--- src/rtl/mealy_stream_sched.sv ---
// Round-robin front end that time-shares one serial Mealy FSM between two requesters.
// Job latency: done pulses LEN+2 cycles after acceptance; no backpressure, req is held until ack.
module mealy_stream_sched #(
    parameter int LEN = 8
) (
    input  logic           clk,
    input  logic           rst,
    input  logic [1:0]     req,
    input  logic [LEN-1:0] pat0,
    input  logic [LEN-1:0] pat1,
    output logic [1:0]     ack,
    output logic           busy,
    output logic           done,
    output logic           done_id,
    output logic [LEN-1:0] result,
    output logic [2:0]     final_state,
    output logic           fsm_rst_n,
    output logic           fsm_in,
    input  logic           fsm_out,
    input  logic [2:0]     fsm_state
);

    localparam int CW = $clog2(LEN);

    typedef enum logic [1:0] {
        IDLE = 2'd0,
        CLR  = 2'd1,
        RUN  = 2'd2,
        DONE = 2'd3
    } state_t;

    state_t         state;
    state_t         state_nx;
    logic [CW-1:0]  cnt;
    logic           last_grant;
    logic           cur_id;
    logic           grant;
    logic           accept;
    logic           last_bit;
    logic [LEN-1:0] pat_q;
    logic [LEN-2:0] shreg;
    logic [LEN-1:0] shreg_nx;

    assign last_bit = (cnt == CW'(LEN - 1));
    assign shreg_nx = {shreg, fsm_out};

    // Under contention the requester that was not served last time wins.
    always_comb begin
        grant = 1'b0;
        case (req)
            2'b01:   grant = 1'b0;
            2'b10:   grant = 1'b1;
            2'b11:   grant = ~last_grant;
            default: grant = 1'b0;
        endcase
    end

    always_comb begin
        state_nx = state;
        accept   = 1'b0;
        case (state)
            IDLE: begin
                if (req != 2'b00) begin
                    accept   = 1'b1;
                    state_nx = CLR;
                end
            end
            CLR:  state_nx = RUN;
            RUN:  if (last_bit) state_nx = DONE;
            DONE: state_nx = IDLE;
            default: state_nx = IDLE;
        endcase
    end

    always_ff @(posedge clk or posedge rst) begin
        if (rst) begin
            state       <= IDLE;
            cnt         <= '0;
            last_grant  <= 1'b1;
            cur_id      <= 1'b0;
            ack         <= 2'b00;
            done_id     <= 1'b0;
            result      <= '0;
            final_state <= 3'd0;
            pat_q       <= '0;
            shreg       <= '0;
        end else begin
            state <= state_nx;
            ack   <= accept ? (2'b01 << grant) : 2'b00;
            if (accept) begin
                pat_q      <= grant ? pat1 : pat0;
                last_grant <= grant;
                cur_id     <= grant;
                cnt        <= '0;
            end
            if (state == RUN) begin
                shreg <= shreg_nx[LEN-2:0];
                pat_q <= pat_q << 1;
                cnt   <= cnt + CW'(1);
                // Published only on the last bit so result stays stable between jobs.
                if (last_bit) begin
                    result      <= shreg_nx;
                    final_state <= fsm_state;
                    done_id     <= cur_id;
                end
            end
        end
    end

    assign busy      = (state != IDLE);
    assign done      = (state == DONE);
    assign fsm_rst_n = (state == RUN);
    assign fsm_in    = (state == RUN) & pat_q[LEN-1];

endmodule

--- config.mk ---
export PLATFORM = sky130hd
export DESIGN_NAME = mealy_stream_sched
export DESIGN_NICKNAME = d
export VERILOG_FILES = /design/src/rtl/mealy_stream_sched.sv
export SDC_FILE = /design/constraint.sdc
export NUM_CORES = 1
export LEC_CHECK = 0
export ABC_AREA = 1
export CAP_MARGIN = 40
export CORE_MARGIN = 8
export CORE_UTILIZATION = 25
export DETAILED_ROUTE_END_ITERATION = 10
export SLEW_MARGIN = 20
export SYNTH_ARGS = -nofsm -noshare
export SYNTH_HDL_FRONTEND = slang
export SYNTH_SLANG_ARGS = --single-unit
--- constraint.sdc ---
create_clock -name clk -period 2.7 [get_ports clk]
set_input_delay 0.675 -clock clk [delete_from_list [all_inputs] [get_ports clk]]
set_output_delay 0.675 -clock clk [all_outputs]
set_load 0.02 [all_outputs]
Yosys cells after proc, flatten, opt, wreduce, memory -nomap -nowiden
Index checks and enable logic that the tools add are counted.
Widths: inputs -> output; s select.

word-level totals
  word-level logic and storage cells = 40
  register bits after elaboration = 36
  input bits = 24

cells by class
  eq/ne operators = 8
  mux-type cells = 12
  reduce and logical (&&, ||, !) cells = 6
  bitwise gates (word level) = 2
  add/subtract/negate cells = 1
  shift-type cells = 1

operators by type and width
  kind                 count
  $mux 8               3
  $eq 2x2->1 const B   4
  $pmux 2 s4           1
  $mux 2               3
  $mux 3               2
  $reduce_bool 2->1    3
  $reduce_and 2->1     2
  $add 3x1->3 const B  1
  $eq 3x3->1 const B   1
  $eq 2x1->1 const B   1
  $logic_not 2->1      1
  $mux 1               2
  $ne 2x1->1 const B   1
  $ne 2x2->1 const B   1
  $pmux 1 s2           1
  $shl 1x1->2 const A  1
  $and 1x1->1          1
  $not 1->1            1

Logic depth before layout (Yosys ltp)
Gate-level depths: netlist of run 1.

  depth after elaboration = 5
  gate-level depth with buffers = 8
  depth with buffers taken out = 7

Worst setup path before layout of run 1
OpenSTA, ideal clock, no wires.

  kind = flip-flop to output port
  from = register state[0]
  to = output port fsm_in
  arrival time = 1343 ps
  buffers on the path = 2
  required time = 2025 ps
  cell stages (with the launch flop) = 7
  setup slack = 682 ps
  path through = dfrtp_1 > inv_1 > ha_1 > buf_6 > buf_2 > nand2_1 > inv_1

on the way
  cells in the longest elaborated chain, start to end = 2

ends and longest elaborated chain
  what                      RTL line  RTL
  start: declaration        32        state_t state;
  start signal: assignment  88        state <= state_nx;
  $eq 2x2->1                -
  via fsm_rst_n             17        output logic fsm_rst_n,
  $and 1x1->1               113       assign fsm_in = (state == RUN) & pat_q[LEN-1];
  end: declaration          18        output logic fsm_in,

The timed path passes the listed nets, and every way through them passes these cells.

Final worst setup path of run 1
  from = register state[0]
  to = output port fsm_in

on the way
  cells in the longest elaborated chain, start to end = 2

ends and longest elaborated chain
  what         RTL line
  $eq 2x2->1   113
  $and 1x1->1  113

Every way passes these cells.

==> results of run 1 <==
[power by group through the flow]
stage	Sequential [uW]	Combinational, uW	Clock (uW)
after global routing	914	1130	513
final	880	1000	468
after detailed placement	891	1030	0
after CTS	882	1030	485
after global placement	882	1010	0
after floorplan	971	572	0
[logic make-up (layout without fill, tap and decap cells)]
family	Yosys count	in the layout	share of synthesized area (%)
AOI/OAI and AO/OA	19	19	6.012
adders and majority gates	6	6	4.566
DFF	36	36	54.87
muxes	5	5	3.424
and+or+nand+nor	92	92	24.05
buffers and inverters	25	72	7.078
[cells in the final DEF, fill, tap and decap left out, types with 2 or more instances in the layout]
cell type / instances
nand2_2: 3
clkbuf_8: 5
ha_1: 6
inv_2: 2
o21ai_1: 10
nand2_1: 62
inv_1: 17
nor2_1: 3
dfrtp_1: 35
clkdlybuf4s50_1: 41
mux2_1: 5
o21ai_0: 7
buf_4: 4
nand3_1: 22
[synth_stat cells, drive strengths merged]
library cell   n  share of area [%]
nand2         65                 15
buf            6                2.7
mux2           5                3.4
nor3           1               0.99
dfrtp         35                 53
dfstp          1                1.6
nor2           4                1.1
a21oi          1               0.30
o21ai         18                5.7
ha             6                4.6
nand3         22                6.7
inv           19                4.3
[layout make-up]
class,instances,area share [%]
clock buffer,5,3.062
inverter,19,3.174
tap,77,4.287
multi-input combinational,122,27.84
timing repair buffer,45,19.60
sequential,36,40.14
clock inverter,3,1.893
[per-layer routing]
layer | vias up | global-route usage, % | share of wire, %
met5 | - | 0 | 0
met4 | 0 | 2.485 | 1.0
met3 | 4 | 3.770 | 8.1
met2 | 42 | 12.03 | 43
met1 | 587 | 10.08 | 47
li1 | 670 | - | -
[final timing paths]
| kind | end | slack [ps] | cells past startpoint |
|---|---|---|---|
| min | cur_id | 480 | 2 |
| max | fsm_in | 130 | 5 |
| min in group asynchronous | ack[0] | 810 | 3 |
| max reg2reg | final_state[0] | 720 | 5 |
| min reg2reg | cur_id | 480 | 2 |
| max in group asynchronous | last_grant | 1560 | 3 |
[registers in the layout (all words and copies together) (netlist names)]
register / cells
pat_q: 8
result: 8
shreg: 7
cnt: 3
final_state: 3
ack: 2
state: 2
cur_id: 1
done_id: 1
last_grant: 1
[critical path: stages (launching register included)]
cell             delay (ps)
dfrtp_1                 400
inv_1                   110
ha_1                    330
nand2_1                  80
inv_1                    70
clkdlybuf4s50_1         600
[metrics by stage]
stage                     std cells  util [%]  total power [uW]  instance area (um2)
final                           307     35.39              2353                 2247
after global routing            307     35.39              2560                 2247
after CTS                       307     35.39              2396                 2247
after detailed placement        299     33.64              1917                 2136
after global placement          299     33.64              1890                 2136
after floorplan                 183         -              1543                 1644
==> metrics.md, run 1 <==
| Metric | Value |
|---|---|
| Combinational share of power | 42.7% |
| Clk_lat worst skew | 280 ps |
| CTS clk-pin slew, worst paths | 70 ps |
| Leakage power | 0.001074 uW |
| Post-DP HPWL | 2671 um |
| # DRC | 0 |
| Post-synthesis sequential area ratio | 54.87% |
| Period utilization | 95.10% |
| CTS Buffer Depth | 2 |
| Final hold violations | 0 |
| Initial antenna violation count | 0 |
| Multi-input logic area | 625.6 um2 |
| Setup_tns | 0 ps |
| Yosys warns | 0 |
| Initial Util | 25.89% |
| Row count | 29 |
| Vias per cell | 4.244 |
| WL/cell | 11.45 um |
| Vias in the first global route | 1380 |
| Final Slew Violations | 0 |
| Filler instances | 659 |
| Crit path required time | 2030 ps |
| I/O Pins | 42 |
| Register area | 902.1 um2 |
| Pre-CTS WS | 430.1 ps |
| Post_cts resized | 0 |
| Die W | 97.10 um |
| Die Ht | 97.10 um |
| Via Count | 1303 |
| CTS tree | done |
| Critical path class | reg -> out |
| Layout area overhead | 36.68% |
| Hold Path Origin | cur_id |
| Mapped Area | 0.001644 mm2 |
| Final Worst Setup Slack | 132.3 ps |
| Gr ovfl total | 0 |
| RePlAce Congestion | 0.7184 |
| Setup Skew | 5.436 ps |
| DR pass1 iterations | 4 |
| CORE AREA | 0.006350 mm2 |
| First-pass GRT wire length | 6430 um |
| Worst Setup End Kind | output pin |
| Pin count of the biggest net entering global routing | 37 |
| Synth Instances | 183 |
| Sw Share | 37.33% |
| H-Tree Depth | 2 |
| Power Density | 1047 mW/mm2 |
| GRT Util Overall | 8.085% |
| Min Tclk post-route | 2568 ps |
| Max-Cap Viols | 0 |
| Sequential share of power | 37.4% |
| Avg Inst Size Synth | 8.984 um2 |
| Syn nets | 213 |
| Yosys reg bits | 36 |
| CP arrival | 1890 ps |
| Share of cells above drive strength 1 | 9.130% |
| Root Buffer | clkbuf_8 |
| NetSw | 878.3 uW |
| Setup bufs post-CTS | 0 |
| Hold_ws | 475.7 ps |
| Final wirelength | 3515 um |
| Critical path origin | state[0] |
| Slew @ Worst Pin | 446.3 ps |
| Crit-path max FO | 6 |
| Distinct cells, synth | 19 |
| Hold Crit Class | reg -> reg |
| R2R Path Start | state[0] |
| Hold Buf Count CTS | 0 |
| Fmax achieved | 389.5 MHz |
| Worst setup SP type | flip-flop |
| Internal power | 1475 uW |
| Count of input and output buffers | 41 |
| Status | finished clean |
| Antenna cells | 0 |
| Die area | 0.009427 mm2 |
| 1st-iter DRT viols | 42 |
| Max VDD drop | 0.4403 mV |
| Clock network power share | 19.9% |
| CTS sink cnt | 36 |
| Final antenna-violating net count | 0 |
| # setup viols final | 0 |
| Net total in the final layout | 259 |
| Rel. slew slack | 70.24% |
| Number of buffers created by CTS | 5 |
| RSZ-0062 raised after global routing | no |
(Power assumes the default switching activity.)
==> run 2, diff against run 1 <==
- SLEW_MARGIN: 20 -> 40
==> results of run 2 <==
Same layout as run 1: the final DEF is identical, and so are final timing and power.
==> run 3, diff against run 2 <==
- CORE_UTILIZATION: 25 -> 52
- PLACE_DENSITY: unset -> 0.84
==> metrics.md, run 3 (same netlist as run 1, synthesis figures left out) <==
| Metric | Value |
|---|---|
| Status | finished clean |
| Largest registers | pat_q: 8 flops, result: 8 flops, shreg: 7 flops |
| Hold path depth | 2 |
| Die area | 0.005217 mm2 |
| Via Count | 1297 |
| Crit-path max FO | 5 |
| Period utilization | 95.70% |
| Max VDD drop | 0.5092 mV |
| Setup bufs post-CTS | 0 |
| Worst path cell trace | inv_1 > ha_1 > nand2_1 > inv_1 > clkdlybuf4s50_1 |
| Vias in the first global route | 1297 |
| Power Density | 1009 mW/mm2 |
| Worst setup SP type | flip-flop |
| First-pass GRT wire length | 6003 um |
| Reg2Reg Depth | 5 |
| Placed Instances | 266 |
| Commonest non-fill, non-tap cell in the layout | nand2_1 |
| Final hold violations | 0 |
| Net total in the final layout | 259 |
| Setup Skew | 7.495 ps |
| Layout area overhead | 31.89% |
| Number of buffers created by CTS | 5 |
| Hold_ws | 487.6 ps |
| Most used cell, CP | inv_1 |
| CP arrival | 1910 ps |
| Fmax achieved | 387.0 MHz |
| Finished Layout Cells | 274 |
| Reg2reg end | final_state[2] |
| Row count | 20 |
| Count of input and output buffers | 41 |
| Post_cts resized | 0 |
| Setup_tns | 0 ps |
| Leakage power | 0.001063 uW |
| DR pass1 iterations | 5 |
| Die Ht | 72.23 um |
| Critical path origin | state[0] |
| CP endpoint | fsm_in |
| Worst Setup End Kind | output pin |
| Crit-path slowest cell | clkdlybuf4s50_1 |
| R2R Setup Slk | 790 ps |
| Final Slew Violations | 0 |
| Hold Path Origin | cur_id |
| Rel. slew slack | 58.84% |
| Antenna cells | 0 |
| Gr ovfl total | 0 |
| Min Tclk post-route | 2584 ps |
| Root Buffer | clkbuf_4 |
| CTS sink cnt | 36 |
| Initial Util | 54.30% |
| # DRC | 0 |
| 1st-iter DRT viols | 101 |
| GRT Util Overall | 14.63% |
| CTS clk-pin slew, worst paths | 100 ps |
| Commonest non-fill, non-tap cells in the layout | 62 x nand2_1, 41 x clkdlybuf4s50_1, 35 x dfrtp_1 |
| Crit path required time | 2030 ps |
| I/O Pins | 42 |
| Vias per cell | 4.734 |
| Critical path class | reg -> out |
| RePlAce Congestion | 0.8023 |
| Clk_lat worst skew | 340 ps |
| Slew @ Worst Pin | 616.7 ps |
| RSZ-0062 raised after global routing | no |
| CTS Buffer Depth | 2 |
| R2R Path Start | state[0] |
| Final antenna-violating net count | 0 |
| Max-Cap Viols | 0 |
| # setup viols final | 0 |
| Pin count of the biggest net entering global routing | 27 |
| H-Tree Depth | 2 |
| Final core occ | 71.61% |
| Hold Buf Count CTS | 0 |
| CTS tree | done |
| CORE AREA | 0.003028 mm2 |
| Hold Crit Class | reg -> reg |
| Initial antenna violation count | 0 |
| Share of cells above drive strength 1 | 9.130% |
| Worst path max stage delay | 600 ps |
| Final wirelength | 3290 um |
| Die W | 72.23 um |
| WL/cell | 12.01 um |
| Post-DP HPWL | 2575 um |
## run 3: stage by stage
step | instance area [um2] | total power [uW] | worst slack, ps
2_1_floorplan | 1644 | 1543 | 681.9
3_3_place_gp | 2107 | 1873 | 500.6
3_5_place_dp | 2107 | 1918 | 477.3
4_1_cts | 2168 | 2217 | 77.33
5_1_grt | 2168 | 2383 | 0.4448
6_report | 2168 | 2188 | 116.2
## run 3: how the worst min path moves through the flow
stage                      end  slack, ps
floorplan               cur_id        430
global placement        cur_id        450
detailed placement      cur_id        460
CTS                 last_grant        490
global route        last_grant        500
finish                  cur_id        490
## run 3: area by class of cell
type,count,area (um2)
well taps,44,55.05
clock buffers,6,51.30
inverters,19,71.32
repair buffers,45,452.9
fillers,253,859.6
flip-flops and latches,36,902.1
clock inverters,2,10.01
multi-input cells,122,625.6
## run 3: layer usage
| layer | GRT usage (%) | vias up | wire length [um] |
|---|---|---|---|
| li1 | - | 676 | - |
| met1 | 16.67 | 574 | 1495 |
| met2 | 24.57 | 41 | 1537 |
| met3 | 5.096 | 6 | 214 |
| met4 | 5.442 | 0 | 42 |
| met5 | 0 | - | 0 |
## run 3: critical path, delay by kind of cell, from the launching register on
family | cells | cell delay (ps)
fa+ha+maj | 1 | 310
buf+inv | 3 | 770
flops | 1 | 410
simple gates | 1 | 80
## run 3: report_power, final
group	switching (uW)	internal, uW
clock	174	124
sequential	117	766
combinational	570	436
